$ cat src/rtl/commit_trace_fifo.sv
// ---------------------------------------------------------------------------
// commit_trace_fifo
//
// Captures the CPU retirement stream into an 8-entry circular FIFO and drains
// it to a debug/trace sink. Every commit is tagged with a 16-bit sequence
// number. The sequence counter advances on every retirement, including ones
// that are dropped, so a lost event shows up as a gap in traceSeq. A sticky
// overflow flag and a saturating drop counter also record lost events.
//
// Ports:
//   clk              system clock
//   globalReset      asynchronous, active-high reset
//   commitValid      one instruction retired this cycle
//   commitResult     retired result value
//   commitDest       retired destination register
//   commitPC         PC of the retired instruction
//   commitMispredict retirement caused a pipeline clear
//   traceReady       sink accepts the head entry this cycle
//   clearStats       clears overflow and dropCount
//   traceValid       head entry valid (FIFO not empty)
//   traceResult      head result
//   traceDest        head destination register
//   tracePC          head PC
//   traceMispredict  head mispredict marker
//   traceSeq         head sequence number
//   count            occupied entries, 0..8
//   overflow         sticky: at least one commit was dropped
//   dropCount        number of dropped commits, saturating at all-ones
//
// Handshake: an entry moves from producer to consumer on a rising clk edge
// only when its valid and ready are both high in the preceding cycle. The
// trace side is show-ahead: trace* always reflect the head entry while
// traceValid is high, and traceValid never depends on traceReady. The commit
// side has no back-pressure; a commit that finds the FIFO full, with no pop
// in the same cycle, is dropped and counted.
// ---------------------------------------------------------------------------
module commit_trace_fifo #(
    parameter int WIDTH = 31,
    parameter int REG   = 4,
    parameter int PTR   = 2,
    parameter int SEQ   = 15
) (
    input  logic             clk,
    input  logic             globalReset,
    input  logic             commitValid,
    input  logic [WIDTH:0]   commitResult,
    input  logic [REG:0]     commitDest,
    input  logic [WIDTH:0]   commitPC,
    input  logic             commitMispredict,
    input  logic             traceReady,
    input  logic             clearStats,
    output logic             traceValid,
    output logic [WIDTH:0]   traceResult,
    output logic [REG:0]     traceDest,
    output logic [WIDTH:0]   tracePC,
    output logic             traceMispredict,
    output logic [SEQ:0]     traceSeq,
    output logic [PTR+1:0]   count,
    output logic             overflow,
    output logic [SEQ:0]     dropCount
);

    localparam int DEPTH = 2 ** (PTR + 1);

    localparam logic [PTR+1:0] PTR_ONE = {{(PTR+1){1'b0}}, 1'b1};
    localparam logic [SEQ:0]   SEQ_ONE = {{SEQ{1'b0}}, 1'b1};
    localparam logic [SEQ:0]   SEQ_MAX = {(SEQ+1){1'b1}};

    // Storage, one array per field.
    logic [WIDTH:0] mem_result     [DEPTH];
    logic [REG:0]   mem_dest       [DEPTH];
    logic [WIDTH:0] mem_pc         [DEPTH];
    logic           mem_mispredict [DEPTH];
    logic [SEQ:0]   mem_seq        [DEPTH];

    // Pointers carry one extra wrap bit above the index so that full and
    // empty can be told apart when the index bits match.
    logic [PTR+1:0] wr_ptr;
    logic [PTR+1:0] rd_ptr;
    logic [PTR:0]   wr_idx;
    logic [PTR:0]   rd_idx;

    logic [SEQ:0]   seq_counter;
    logic           overflow_q;
    logic [SEQ:0]   drop_count_q;

    logic           empty;
    logic           full;
    logic           pop;
    logic           push;
    logic           drop;

    assign wr_idx = wr_ptr[PTR:0];
    assign rd_idx = rd_ptr[PTR:0];

    assign empty = (wr_ptr == rd_ptr);
    assign full  = (wr_idx == rd_idx) && (wr_ptr[PTR+1] != rd_ptr[PTR+1]);

    // A pop in the same cycle frees the slot, so a commit into a full FIFO
    // is still accepted when the sink takes the head.
    assign pop  = !empty && traceReady;
    assign push = commitValid && (!full || pop);
    assign drop = commitValid && full && !pop;

    // Storage, pointers and sequence counter.
    always_ff @(posedge clk or posedge globalReset) begin
        if (globalReset) begin
            wr_ptr      <= '0;
            rd_ptr      <= '0;
            seq_counter <= '0;
            for (int i = 0; i < DEPTH; i++) begin
                mem_result[i]     <= '0;
                mem_dest[i]       <= '0;
                mem_pc[i]         <= '0;
                mem_mispredict[i] <= 1'b0;
                mem_seq[i]        <= '0;
            end
        end else begin
            if (push) begin
                mem_result[wr_idx]     <= commitResult;
                mem_dest[wr_idx]       <= commitDest;
                mem_pc[wr_idx]         <= commitPC;
                mem_mispredict[wr_idx] <= commitMispredict;
                mem_seq[wr_idx]        <= seq_counter;
                wr_ptr                 <= wr_ptr + PTR_ONE;
            end
            if (pop) begin
                rd_ptr <= rd_ptr + PTR_ONE;
            end
            // Advances on dropped commits too, leaving a visible gap.
            if (commitValid) begin
                seq_counter <= seq_counter + SEQ_ONE;
            end
        end
    end

    // Overflow statistics. A drop in the same cycle as clearStats wins, so
    // that the dropped event is never lost from the statistics.
    always_ff @(posedge clk or posedge globalReset) begin
        if (globalReset) begin
            overflow_q   <= 1'b0;
            drop_count_q <= '0;
        end else begin
            if (drop) begin
                overflow_q <= 1'b1;
                if (clearStats) begin
                    drop_count_q <= SEQ_ONE;
                end else if (drop_count_q != SEQ_MAX) begin
                    drop_count_q <= drop_count_q + SEQ_ONE;
                end
            end else if (clearStats) begin
                overflow_q   <= 1'b0;
                drop_count_q <= '0;
            end
        end
    end

    // Show-ahead outputs straight from the head slot.
    assign traceValid      = !empty;
    assign traceResult     = mem_result[rd_idx];
    assign traceDest       = mem_dest[rd_idx];
    assign tracePC         = mem_pc[rd_idx];
    assign traceMispredict = mem_mispredict[rd_idx];
    assign traceSeq        = mem_seq[rd_idx];

    // Pointer difference is the occupancy, 0..DEPTH, thanks to the wrap bit.
    assign count     = wr_ptr - rd_ptr;
    assign overflow  = overflow_q;
    assign dropCount = drop_count_q;

endmodule

$ cat config.mk
export PLATFORM = sky130hd
export DESIGN_NAME = commit_trace_fifo
export DESIGN_NICKNAME = d
export VERILOG_FILES = /design/src/rtl/commit_trace_fifo.sv
export SDC_FILE = /design/constraint.sdc
export NUM_CORES = 1
export LEC_CHECK = 0
export BUFFER_PORTS_ARGS = -buffer_cell sky130_fd_sc_hd__buf_2
export CORE_MARGIN = 1.5
export CORE_UTILIZATION = 45
export DETAILED_ROUTE_END_ITERATION = 8
export GPL_ROUTABILITY_DRIVEN = 1
export PLACE_DENSITY = 0.61
export SLEW_MARGIN = 30
export SYNTH_ARGS = -nofsm -noshare
export SYNTH_HDL_FRONTEND = slang
export SYNTH_SLANG_ARGS = --single-unit
$ cat constraint.sdc
create_clock -name clk -period 31.5 [get_ports clk]
set_clock_uncertainty 0.15 [all_clocks]
set_input_delay 4.725 -clock clk [delete_from_list [all_inputs] [get_ports clk]]
set_output_delay 4.725 -clock clk [all_outputs]
set_load 0.02 [all_outputs]
==> results of run 1 <==
[logic make-up (layout without fill, tap and decap cells)]
family          Yosys count  count (layout)  share of synthesized area
mux                     865             865                      0.358
simple gates            357             357                     0.0474
flops                   729             729                      0.555
buf+inv                 166             370                     0.0237
compound gates           31              31                    0.00620
other cells               0               2                          0
fa+ha+maj                 8               8                    0.00327
xor+xnor                 24              24                    0.00639
[area by class of cell]
| type | instances | area (um2) |
|---|---|---|
| Antenna cell | 2 | 5.00 |
| Clock buffer | 129 | 2520 |
| Clock inverter | 14 | 148 |
| Fill cell | 5971 | 34600 |
| Inverter | 9 | 48.8 |
| Multi-Input combinational cell | 1285 | 13900 |
| Sequential cell | 729 | 18300 |
| Tap cell | 950 | 1190 |
| Timing Repair Buffer | 218 | 1300 |
[layout by cell type, fill, tap and decap left out, drive strengths merged, types with 2 or more instances in the layout]
| cell | n |
|---|---|
| a211oi | 2 |
| a21oi | 10 |
| a311oi | 3 |
| a31oi | 2 |
| and2 | 3 |
| and3 | 7 |
| and4 | 5 |
| buf | 218 |
| bufinv | 3 |
| clkbuf | 129 |
| clkinv | 11 |
| dfrtp | 729 |
| diode | 2 |
| ha | 7 |
| inv | 8 |
| mux2 | 693 |
| mux4 | 172 |
| nand2 | 272 |
| nand2b | 2 |
| nand3 | 18 |
| nand4 | 11 |
| nor2 | 10 |
| nor2b | 5 |
| nor3 | 3 |
| nor4 | 6 |
| nor4b | 2 |
| o21ai | 3 |
| o31ai | 6 |
| or2 | 3 |
| or4 | 6 |
| xnor2 | 17 |
| xor2 | 7 |
[critical path, cell delays in order (launching register included)]
cell	delay (ns)
dfrtp_4	0.72
inv_4	0.46
buf_4	0.51
ha_1	0.37
a21oi_1	0.18
xor2_1	0.19
buf_2	0.20
[metrics by stage]
stage,area (um2),setup slack (ns)
final,37400,23.32
after global routing,37400,22.87
after CTS,37300,23.02
after detailed placement,34700,22.36
after global placement,34600,22.24
after floorplan,32900,6.17
[final timing paths]
| path | start | slack (ns) | depth (start not counted) | end |
|---|---|---|---|---|
| min in group asynchronous | globalReset | 4.02 | 2 | dropCount[11] |
| worst min-delay path | mem_pc[183] | 0.35 | 1 | mem_pc[183] |
| max in group asynchronous | globalReset | 23.44 | 6 | mem_pc[239] |
| worst min register to register | mem_pc[183] | 0.35 | 1 | mem_pc[183] |
| worst max register to register | rd_ptr[2] | 25.89 | 9 | mem_dest[29] |
| worst max-delay path | rd_ptr[2] | 23.32 | 6 | count[3] |
[sequential cells by signal, indices dropped and copies added, names as in the netlist]
signal / cells
rd_ptr: 4
mem_dest: 40
mem_result: 256
seq_counter: 16
dropCount: 16
mem_mispredict: 8
wr_ptr: 4
overflow: 1
mem_seq: 128
mem_pc: 256
[metal layers]
| layer | global-route usage | share of wire | wire (um) | vias to the layer above |
|---|---|---|---|---|
| met5 | 0 | 0.00037 | 28 | - |
| met4 | 0.0519 | 0.020 | 1510 | 4 |
| met1 | 0.283 | 0.44 | 33500 | 10087 |
| met3 | 0.0344 | 0.036 | 2710 | 113 |
| met2 | 0.358 | 0.50 | 38100 | 305 |
| li1 | - | - | - | 8217 |
[where the power goes]
group          switching [mW]  internal, mW
registers               0.237          1.34
logic                   0.772         0.862
clock network           0.370         0.570
total                    1.38          2.78
[synth_stat cells (all sizes together)]
cell and count:
dfrtp 729, mux2 693, nand2 272, mux4 172, buf 106, clkbuf 51, nand3 18, xnor2 17
nand4 11, a21oi 10, nor2 10, inv 8, and3 7, ha 7, xor2 7, nor4 6
o31ai 6, or4 6, and4 5, nor2b 5, a311oi 3, and2 3, nor3 3, o21ai 3
or2 3, a211oi 2, a31oi 2, nand2b 2, nor4b 2, a21o 1, a22oi 1, a41oi 1
and4b 1, clkinv 1, fa 1, nand3b 1, o21a 1, o31a 1, or3 1, or3b 1
==> summary.txt, run 1 <==
Outcome
  – Outcome: completed

Global route
  – GR Util All Layers: 0.211
  – Initial antenna violation count: 5
  – Remaining Overflow, GRT: 0
  – Vias in the first global route: 20760
  – Pin count of the biggest net entering global routing: 138
  – First-pass GRT wire length: 123000 um

Yosys
  – Mapped cell area: 32900 um2
  – Cell taking the most area after synthesis: dfrtp_1
  – Mapped Cells: 2180
  – Yosys Warn Count: 0
  – Register area share after synthesis: 0.555
  – Seq cells post-synth: 729
  – Mean post-synth cell area: 15.1 um2
  – Top cells by area, synth: dfrtp_1 (55%), mux2_2 (23%), mux4_2 (12%)
  – Synth top area share: 0.555
  – Netlist cell types: 48
  – Synthesized Nets: 2263

Final layout
  – Final Instance Count excl. Fillers: 3336
  – Layout cells sized above 1: 0.509
  – Area growth syn-to-layout: 13.6%
  – Final core occ: 0.519
  – Final nets: 2408

Flow run
  – Max-cap viol count: 0

Timing
  – Final count of negative-setup-slack endpoints: 0
  – TNS Setup: 0 ns
  – Slew @ Worst Pin: 0.981 ns
  – Fmax: 122 MHz
  – RSZ-0062 raised after global routing: no
  – Fin. max-slew vios: 0
  – Final hold violations: 0
  – Hold Worst Slack: 0.348 ns
  – Final period util: 0.260
  – Rel. slew slack: 0.346
  – Min Tclk post-route: 8.18 ns

Clock network
  – Resized cells post-CTS: 0
  – Clock slew at reported path FFs: 0.05 ns
  – Post-CTS setup buffer count: 0
  – Cts bufs inserted: 82
  – Clk_lat worst skew: 0.62 ns
  – CTS Buffer Depth: 3
  – CTS Hold Bufs: 0
  – Clock tree sinks: 729
  – CTS root buf: clkbuf_16
  – CTS tree: done
  – H-tree depth: 3

Critical path
  – WP data arrival: 3.30 ns
  – Crit-path max FO: 39
  – CP Class: reg -> out
  – Critical path endpoint category: primary output
  – CP Launch Type: flop
  – CP required: 26.63 ns

Detailed routing
  – Final ANT Viol Nets: 0
  – First-pass iteration count of the detailed router: 4
  – DRC Markers: 0
  – DRT Wirelength: 75900 um
  – DR vias: 18726
  – Initial DRC count: 1131
  – Detailed-route vias per instance: 5.61
  – Drt wl/cell: 22.7 um

Placement
  – Hpwl dp: 42900 um
  – Routability cong.: 0.738
  – I/O Buffers: 182
  – Placed insts: 3190

Die
  – Chip Height: 273 um
  – Starting Density: 0.457
  – Die area: 74700 um2
  – FP Rows: 98
  – IO Pins: 183
  – Die W: 273 um
  – Core area: 72000 um2

Power
  – Total Power: 4.15 mW
  – LEAKAGE: 16.7 nW
  – Worst VDD drop: 73.7 uV
  – Pwr/cell area: 111 nW/um2

Min path
  – Tightest Hold Check Type: reg -> reg
Power figures use the tool's default switching activity.
==> inputs of run 2 (changes only) <==
==> constraint.sdc (replaced) <==
create_clock -name clk -period 7.7 [get_ports clk]
set_clock_uncertainty 0.15 [all_clocks]
set_input_delay 1.155 -clock clk [delete_from_list [all_inputs] [get_ports clk]]
set_output_delay 1.155 -clock clk [all_outputs]
set_load 0.02 [all_outputs]
==> run 2 against run 1 <==
  * Critical path depth stayed put
  * Combinational power rose to 4.1 times the previous value
  * Total power grew to 4.1 times the previous value
  * Die area unchanged
  * Register-to-register slack lost 23 ns
  * Worst hold slack about the same
  * Clock-buffer cell count down 13
  * Worst setup slack worse by 20 ns
  * Sequential power rose to 4.1 times the previous value
  * Global-route usage fell by 0.56 points
  * Design area down 0.13%
  * Critical path type unchanged
  * Critical endpoint is now traceSeq[12]
==> summary.txt, run 2 (synthesis gave the netlist of run 1 again) <==
Outcome
  – Outcome: completed (unchanged)

Timing
  – Hold Worst Slack: 0.348 ns (about the same)
  – Final count of negative-setup-slack endpoints: 0 (unchanged)
  – Rel. slew slack: 0.415 (was 0.346)
  – Fmax: 209 MHz
  – Worst setup margin: 2.92 ns (was 23.32 ns)
  – Final hold violations: 0 (unchanged)
  – Slew @ Worst Pin: 0.878 ns (was 0.981 ns)
  – RSZ-0062 raised after global routing: no (unchanged)
  – Final period util: 0.621
  – Fin. max-slew vios: 0 (unchanged)
  – Min Tclk post-route: 4.78 ns

Final layout
  – Commonest non-fill, non-tap cells in the layout: dfrtp_1 (726), mux2_2 (663), nand2_1 (272), buf_2 (182), mux4_2 (172) (unchanged)
  – Sequential Area: 18300 um2 (unchanged)
  – Final nets: 2400 (was 2408)
  – Fillers: 5992 (was 5971)
  – Area growth syn-to-layout: 13.5% (was 13.6%)
  – Footprint of the multi-input gates: 13900 um2 (unchanged)
  – Top Registers: mem_pc (256), mem_result (256), mem_seq (128) (unchanged)
  – Commonest non-fill, non-tap cell in the layout: dfrtp_1 (unchanged)
  – Layout cells sized above 1: 0.510 (was 0.509)

Critical path
  – Reg-to-Reg Start: rd_ptr[2] (unchanged)
  – Setup slack, reg-to-reg: 3.18 ns (was 25.89 ns)
  – CP Launch Type: flop (unchanged)
  – RR Endpoint: mem_result[1] (was mem_dest[29])
  – Crit-path max FO: 62 (was 39)
  – CP Class: reg -> out (unchanged)
  – Worst Reg-to-Reg Cells: 7 (was 9)
  – CP required: 6.39 ns (was 26.63 ns)
  – Setup crit start: rd_ptr[0] (was rd_ptr[2])
  – Critical path endpoint category: primary output (unchanged)
  – WP data arrival: 3.48 ns (was 3.30 ns)
  – Crit path to: traceSeq[12] (was count[3])

Min path
  – Tightest Hold Check Type: in -> async (was reg -> reg)

Placement
  – I/O Buffers: 182 (unchanged)
  – Pre-CTS setup slack: 3.14 ns (was 22.36 ns)
  – Routability cong.: 0.773 (was 0.738)
  – Hpwl dp: 41800 um (was 42900 um)

Clock network
  – Post-CTS setup buffer count: 0 (unchanged)
  – Cts bufs inserted: 80 (was 82)
  – CTS Hold Bufs: 0 (unchanged)
  – Clock tree sinks: 729 (unchanged)
  – CTS root buf: clkbuf_16 (unchanged)
  – CTS tree: done (unchanged)
  – H-tree depth: 3 (unchanged)
  – CTS Buffer Depth: 3 (unchanged)
  – Resized cells post-CTS: 0 (unchanged)
  – Clock slew at reported path FFs: 0.06 ns (was 0.05 ns)
  – Clk_lat worst skew: 0.64 ns (was 0.62 ns)

Power
  – Pwr/cell area: 453 nW/um2 (was 111 nW/um2)
  – LEAKAGE: 16.7 nW (about the same)
  – Total Power: 16.9 mW (was 4.15 mW)
  – Worst VDD drop: 280 uV (was 73.7 uV)

Detailed routing
  – DRT Wirelength: 74300 um (was 75900 um)
  – First-pass iteration count of the detailed router: 5 (was 4)
  – Drt wl/cell: 22.3 um (was 22.7 um)
  – DR vias: 18620 (was 18726)
  – DRC Markers: 0 (unchanged)
  – Initial DRC count: 980 (was 1131)
  – Final ANT Viol Nets: 0 (unchanged)
  – Detailed-route vias per instance: 5.60 (was 5.61)

Die
  – FP Rows: 98 (unchanged)
  – IO Pins: 183 (unchanged)
  – Die W: 273 um (unchanged)
  – Starting Density: 0.457 (unchanged)
  – Die area: 74700 um2 (unchanged)
  – Core area: 72000 um2 (unchanged)
  – Chip Height: 273 um (unchanged)

Global route
  – Initial antenna violation count: 6 (was 5)
  – Vias in the first global route: 20515 (was 20760)
  – GR Util All Layers: 0.205 (was 0.211)
  – First-pass GRT wire length: 120000 um (was 123000 um)
  – Pin count of the biggest net entering global routing: 178 (was 138)
  – Remaining Overflow, GRT: 0 (unchanged)

Flow run
  – Max-cap viol count: 0 (unchanged)
## run 2: critical path, cell delays in order, from the launching register on
cell and delay [ns]:
dfrtp_4 0.88, buf_12 0.39, buf_16 0.44, mux4_2 0.56
nand2_1 0.09, nand2_1 0.17, buf_2 0.21
## run 2: through the flow
step           std cells  instance area, um2   util  TNS (ns)
2_1_floorplan       2180               32900      -  -2619.02
3_3_place_gp        3181               34600  0.481         0
3_5_place_dp        3182               34600  0.481         0
4_1_cts             3321               37200  0.517         0
5_1_grt             3326               37300  0.519         0
6_report            3326               37300  0.519         0
## run 2: area by class of cell
| class | count | share of cell area |
|---|---|---|
| tap | 950 | 0.0318 |
| clock buffer | 116 | 0.0624 |
| inverter | 9 | 0.00107 |
| timing repair buffer | 212 | 0.0354 |
| multi-input combinational | 1285 | 0.373 |
| antenna | 2 | 0.000134 |
| sequential | 729 | 0.489 |
| clock inverter | 23 | 0.00724 |
## run 2: where the power goes
part           total, mW  leakage, nW  switching [mW]  internal, mW
sequential          6.49         8.98           0.994          5.50
clock               3.77         1.28            1.54          2.24
combinational       6.63         6.44            3.11          3.52
## run 2: how the worst min path moves through the flow
stage	cells past startpoint	endpoint	slack, ns
6_report	2	mem_result[158]	0.35
5_1_grt	2	wr_ptr[0]	0.34
4_1_cts	2	mem_result[222]	0.32
3_5_place_dp	1	mem_result[57]	0.34
3_3_place_gp	1	rd_ptr[3]	0.33
2_1_floorplan	1	rd_ptr[3]	0.31
## run 2: routing by layer
layer,vias up,share of wire,track usage
li1,8204,-,-
met1,10012,0.45,0.280
met2,286,0.50,0.340
met3,112,0.036,0.0362
met4,6,0.021,0.0525
met5,-,0.00047,0
==> inputs of run 3 (changes only) <==
==> constraint.sdc (replaced) <==
create_clock -name clk -period 4.8 [get_ports clk]
set_clock_uncertainty 0.15 [all_clocks]
set_input_delay 0.72 -clock clk [delete_from_list [all_inputs] [get_ports clk]]
set_output_delay 0.72 -clock clk [all_outputs]
set_load 0.02 [all_outputs]
==> run 3 against run 2 <==
  * Sequential share of layout area decreased by 0.28 points
  * Global-route usage increased by 0.052 points
  * Clock power increased by 63%
  * Core utilization increased by 0.30 points
  * Critical path depth decreased by 1
  * Non-clock buffer count increased by 7
  * Design area increased by 0.57%
  * Via count about the same
  * Total power increased by 61%
  * Largest cell class unchanged
==> summary.txt, run 3 (synthesis gave the netlist of run 1 again) <==
Timing
  – Final period util: 0.831
  – Worst setup margin: 0.812 ns (was 2.92 ns)
  – Fmax: 251 MHz
  – RSZ-0062 raised after global routing: no (unchanged)
  – Fin. max-slew vios: 0 (unchanged)
  – Min Tclk post-route: 3.99 ns
  – Slew @ Worst Pin: 0.932 ns (was 0.878 ns)
  – TNS Setup: 0 ns (unchanged)
  – Final hold violations: 0 (unchanged)
  – Rel. slew slack: 0.378 (was 0.415)
  – Final count of negative-setup-slack endpoints: 0 (unchanged)

Critical path
  – Worst Reg-to-Reg Cells: 7 (unchanged)
  – Critical-path cell list: inv_4 > buf_4 > nand2_1 > nand2_1 > buf_2 (was buf_12 > buf_16 > mux4_2 > nand2_1 > nand2_1 > buf_2)
  – RR Endpoint: mem_result[45] (was mem_result[1])
  – CP required: 3.93 ns (was 6.39 ns)
  – Critical path endpoint category: primary output (unchanged)
  – Reg-to-Reg Start: rd_ptr[2] (unchanged)
  – CP Launch Type: flop (unchanged)
  – Slowest CP cell: buf_4 (was dfrtp_4)
  – CP dominant cell by count: nand2_1 (unchanged)
  – CP Class: reg -> out (unchanged)
  – Crit-path max FO: 57 (was 62)
  – WP data arrival: 3.12 ns (was 3.48 ns)
  – Max incr delay on CP: 0.82 ns (was 0.88 ns)
  – Setup slack, reg-to-reg: 1.11 ns (was 3.18 ns)

Die
  – Starting Density: 0.457 (unchanged)
  – Die area: 74700 um2 (unchanged)
  – Core area: 72000 um2 (unchanged)
  – FP Rows: 98 (unchanged)
  – Die W: 273 um (unchanged)
  – IO Pins: 183 (unchanged)
  – Chip Height: 273 um (unchanged)

Power
  – Pwr/cell area: 726 nW/um2 (was 453 nW/um2)
  – Gate power share: 0.396 (was 0.392)
  – Clock network fraction of design power: 0.226 (was 0.223)
  – Worst VDD drop: 739 uV (was 280 uV)
  – LEAKAGE: 16.8 nW (was 16.7 nW)
  – Internal power consumption: 18.2 mW (was 11.3 mW)
  – Switch share: 0.332 (was 0.334)
  – Net Switching: 9.04 mW (was 5.64 mW)
  – Sequential share of power: 0.378 (was 0.384)

Final layout
  – Fillers: 5972 (was 5992)
  – Top Registers: mem_pc (256), mem_result (256), mem_seq (128) (unchanged)
  – Final nets: 2408 (was 2400)
  – Final core occ: 0.521 (was 0.519)
  – Final Instance Count excl. Fillers: 3339 (was 3326)
  – Area growth syn-to-layout: 14.1% (was 13.5%)
  – Commonest non-fill, non-tap cells in the layout: dfrtp_1 (726), mux2_2 (663), nand2_1 (272), buf_2 (182), mux4_2 (172) (unchanged)
  – Fin area: 37500 um2 (was 37300 um2)
  – Layout cells sized above 1: 0.514 (was 0.510)
  – Commonest non-fill, non-tap cell in the layout: dfrtp_1 (unchanged)

Detailed routing
  – DR vias: 18632 (was 18620)
  – First-pass iteration count of the detailed router: 5 (unchanged)
  – Drt wl/cell: 22.3 um (about the same)
  – DRT Wirelength: 74600 um (was 74300 um)
  – Final ANT Viol Nets: 0 (unchanged)
  – Detailed-route vias per instance: 5.58 (was 5.60)
  – Initial DRC count: 1138 (was 980)
  – DRC Markers: 0 (unchanged)

Clock network
  – Clock slew at reported path FFs: 0.06 ns (about the same)
  – H-tree depth: 3 (unchanged)
  – CTS root buf: clkbuf_16 (unchanged)
  – CTS Buffer Depth: 3 (unchanged)
  – Clk_lat worst skew: 0.61 ns (was 0.64 ns)
  – Post-CTS setup buffer count: 0 (unchanged)
  – Resized cells post-CTS: 0 (unchanged)
  – Cts bufs inserted: 81 (was 80)
  – CTS tree: done (unchanged)
  – Clock tree sinks: 729 (unchanged)
  – CTS Hold Bufs: 0 (unchanged)

Placement
  – I/O Buffers: 182 (unchanged)
  – Hpwl dp: 42800 um (was 41800 um)
  – Routability cong.: 0.766 (was 0.773)
  – Placed insts: 3192 (was 3182)
  – Area after DPL: 34900 um2 (was 34600 um2)
  – Pre-CTS setup slack: 1.06 ns (was 3.14 ns)

Min path
  – Tightest Hold Check Type: in -> async (unchanged)

Global route
  – Initial antenna violation count: 2 (was 6)
  – Vias in the first global route: 20850 (was 20515)
  – Remaining Overflow, GRT: 0 (unchanged)
  – First-pass GRT wire length: 121000 um (was 120000 um)
  – Pin count of the biggest net entering global routing: 120 (was 178)
  – GR Util All Layers: 0.206 (was 0.205)

Flow run
  – Max-cap viol count: 0 (unchanged)

Outcome
  – Outcome: completed (unchanged)
run 3: cell types whose count changed in the layout (fill, tap and decap cells not counted), moves of 2 or more:
| cell | delta |
|---|---|
| clkbuf_8 | +5 |
| buf_4 | -2 |
| clkinv_8 | -2 |
| clkbuf_16 | +2 |
| clkbuf_1 | -3 |
| buf_16 | -4 |
| buf_12 | +13 |
| clkinv_2 | +4 |
run 3: worst max-delay path: cells and delay by family, from the launching register on:
family | cells | cell delay [ns]
buf+inv | 3 | 1.46
flops | 1 | 0.66
simple gates | 2 | 0.34
run 3: metrics by stage:
stage                     hold WS (ns)  total power [mW]
after floorplan                  0.315              18.3
after global placement           0.330              20.9
after detailed placement         0.335              21.4
after CTS                       0.0379              27.7
after global routing            0.0904              28.9
final                           0.0582              27.2
run 3: area by class of cell:
type | count | area, um2 | share of cell area
multi-input combinational | 1285 | 13900 | 0.371
sequential | 729 | 18300 | 0.486
timing repair buffer | 219 | 1460 | 0.0388
clock inverter | 24 | 238 | 0.00633
clock buffer | 120 | 2440 | 0.0649
antenna | 3 | 7.51 | 0.000200
inverter | 9 | 40.0 | 0.00107
tap | 950 | 1190 | 0.0317
run 3: metal layers:
layer | global-route usage | share of wire
met1 | 0.278 | 0.45
met2 | 0.350 | 0.50
met3 | 0.0280 | 0.032
met4 | 0.0542 | 0.018
met5 | 0 | 0.00017
run 3: worst max path at each step:
stage,start,endpoint,cells after the start
floorplan,globalReset,dropCount[0],1
global placement,rd_ptr[2],mem_result[53],7
detailed placement,rd_ptr[2],mem_result[56],7
CTS,rd_ptr[2],traceSeq[12],5
global route,rd_ptr[2],traceSeq[12],5
finish,rd_ptr[2],traceSeq[12],5
run 3: power by group through the flow:
stage | clock (mW) | combinational (mW) | sequential, mW
floorplan | 0 | 8.51 | 9.79
global placement | 0 | 10.8 | 10.2
detailed placement | 0 | 11.0 | 10.4
CTS | 6.33 | 11.0 | 10.3
global route | 6.57 | 11.7 | 10.6
finish | 6.16 | 10.8 | 10.3
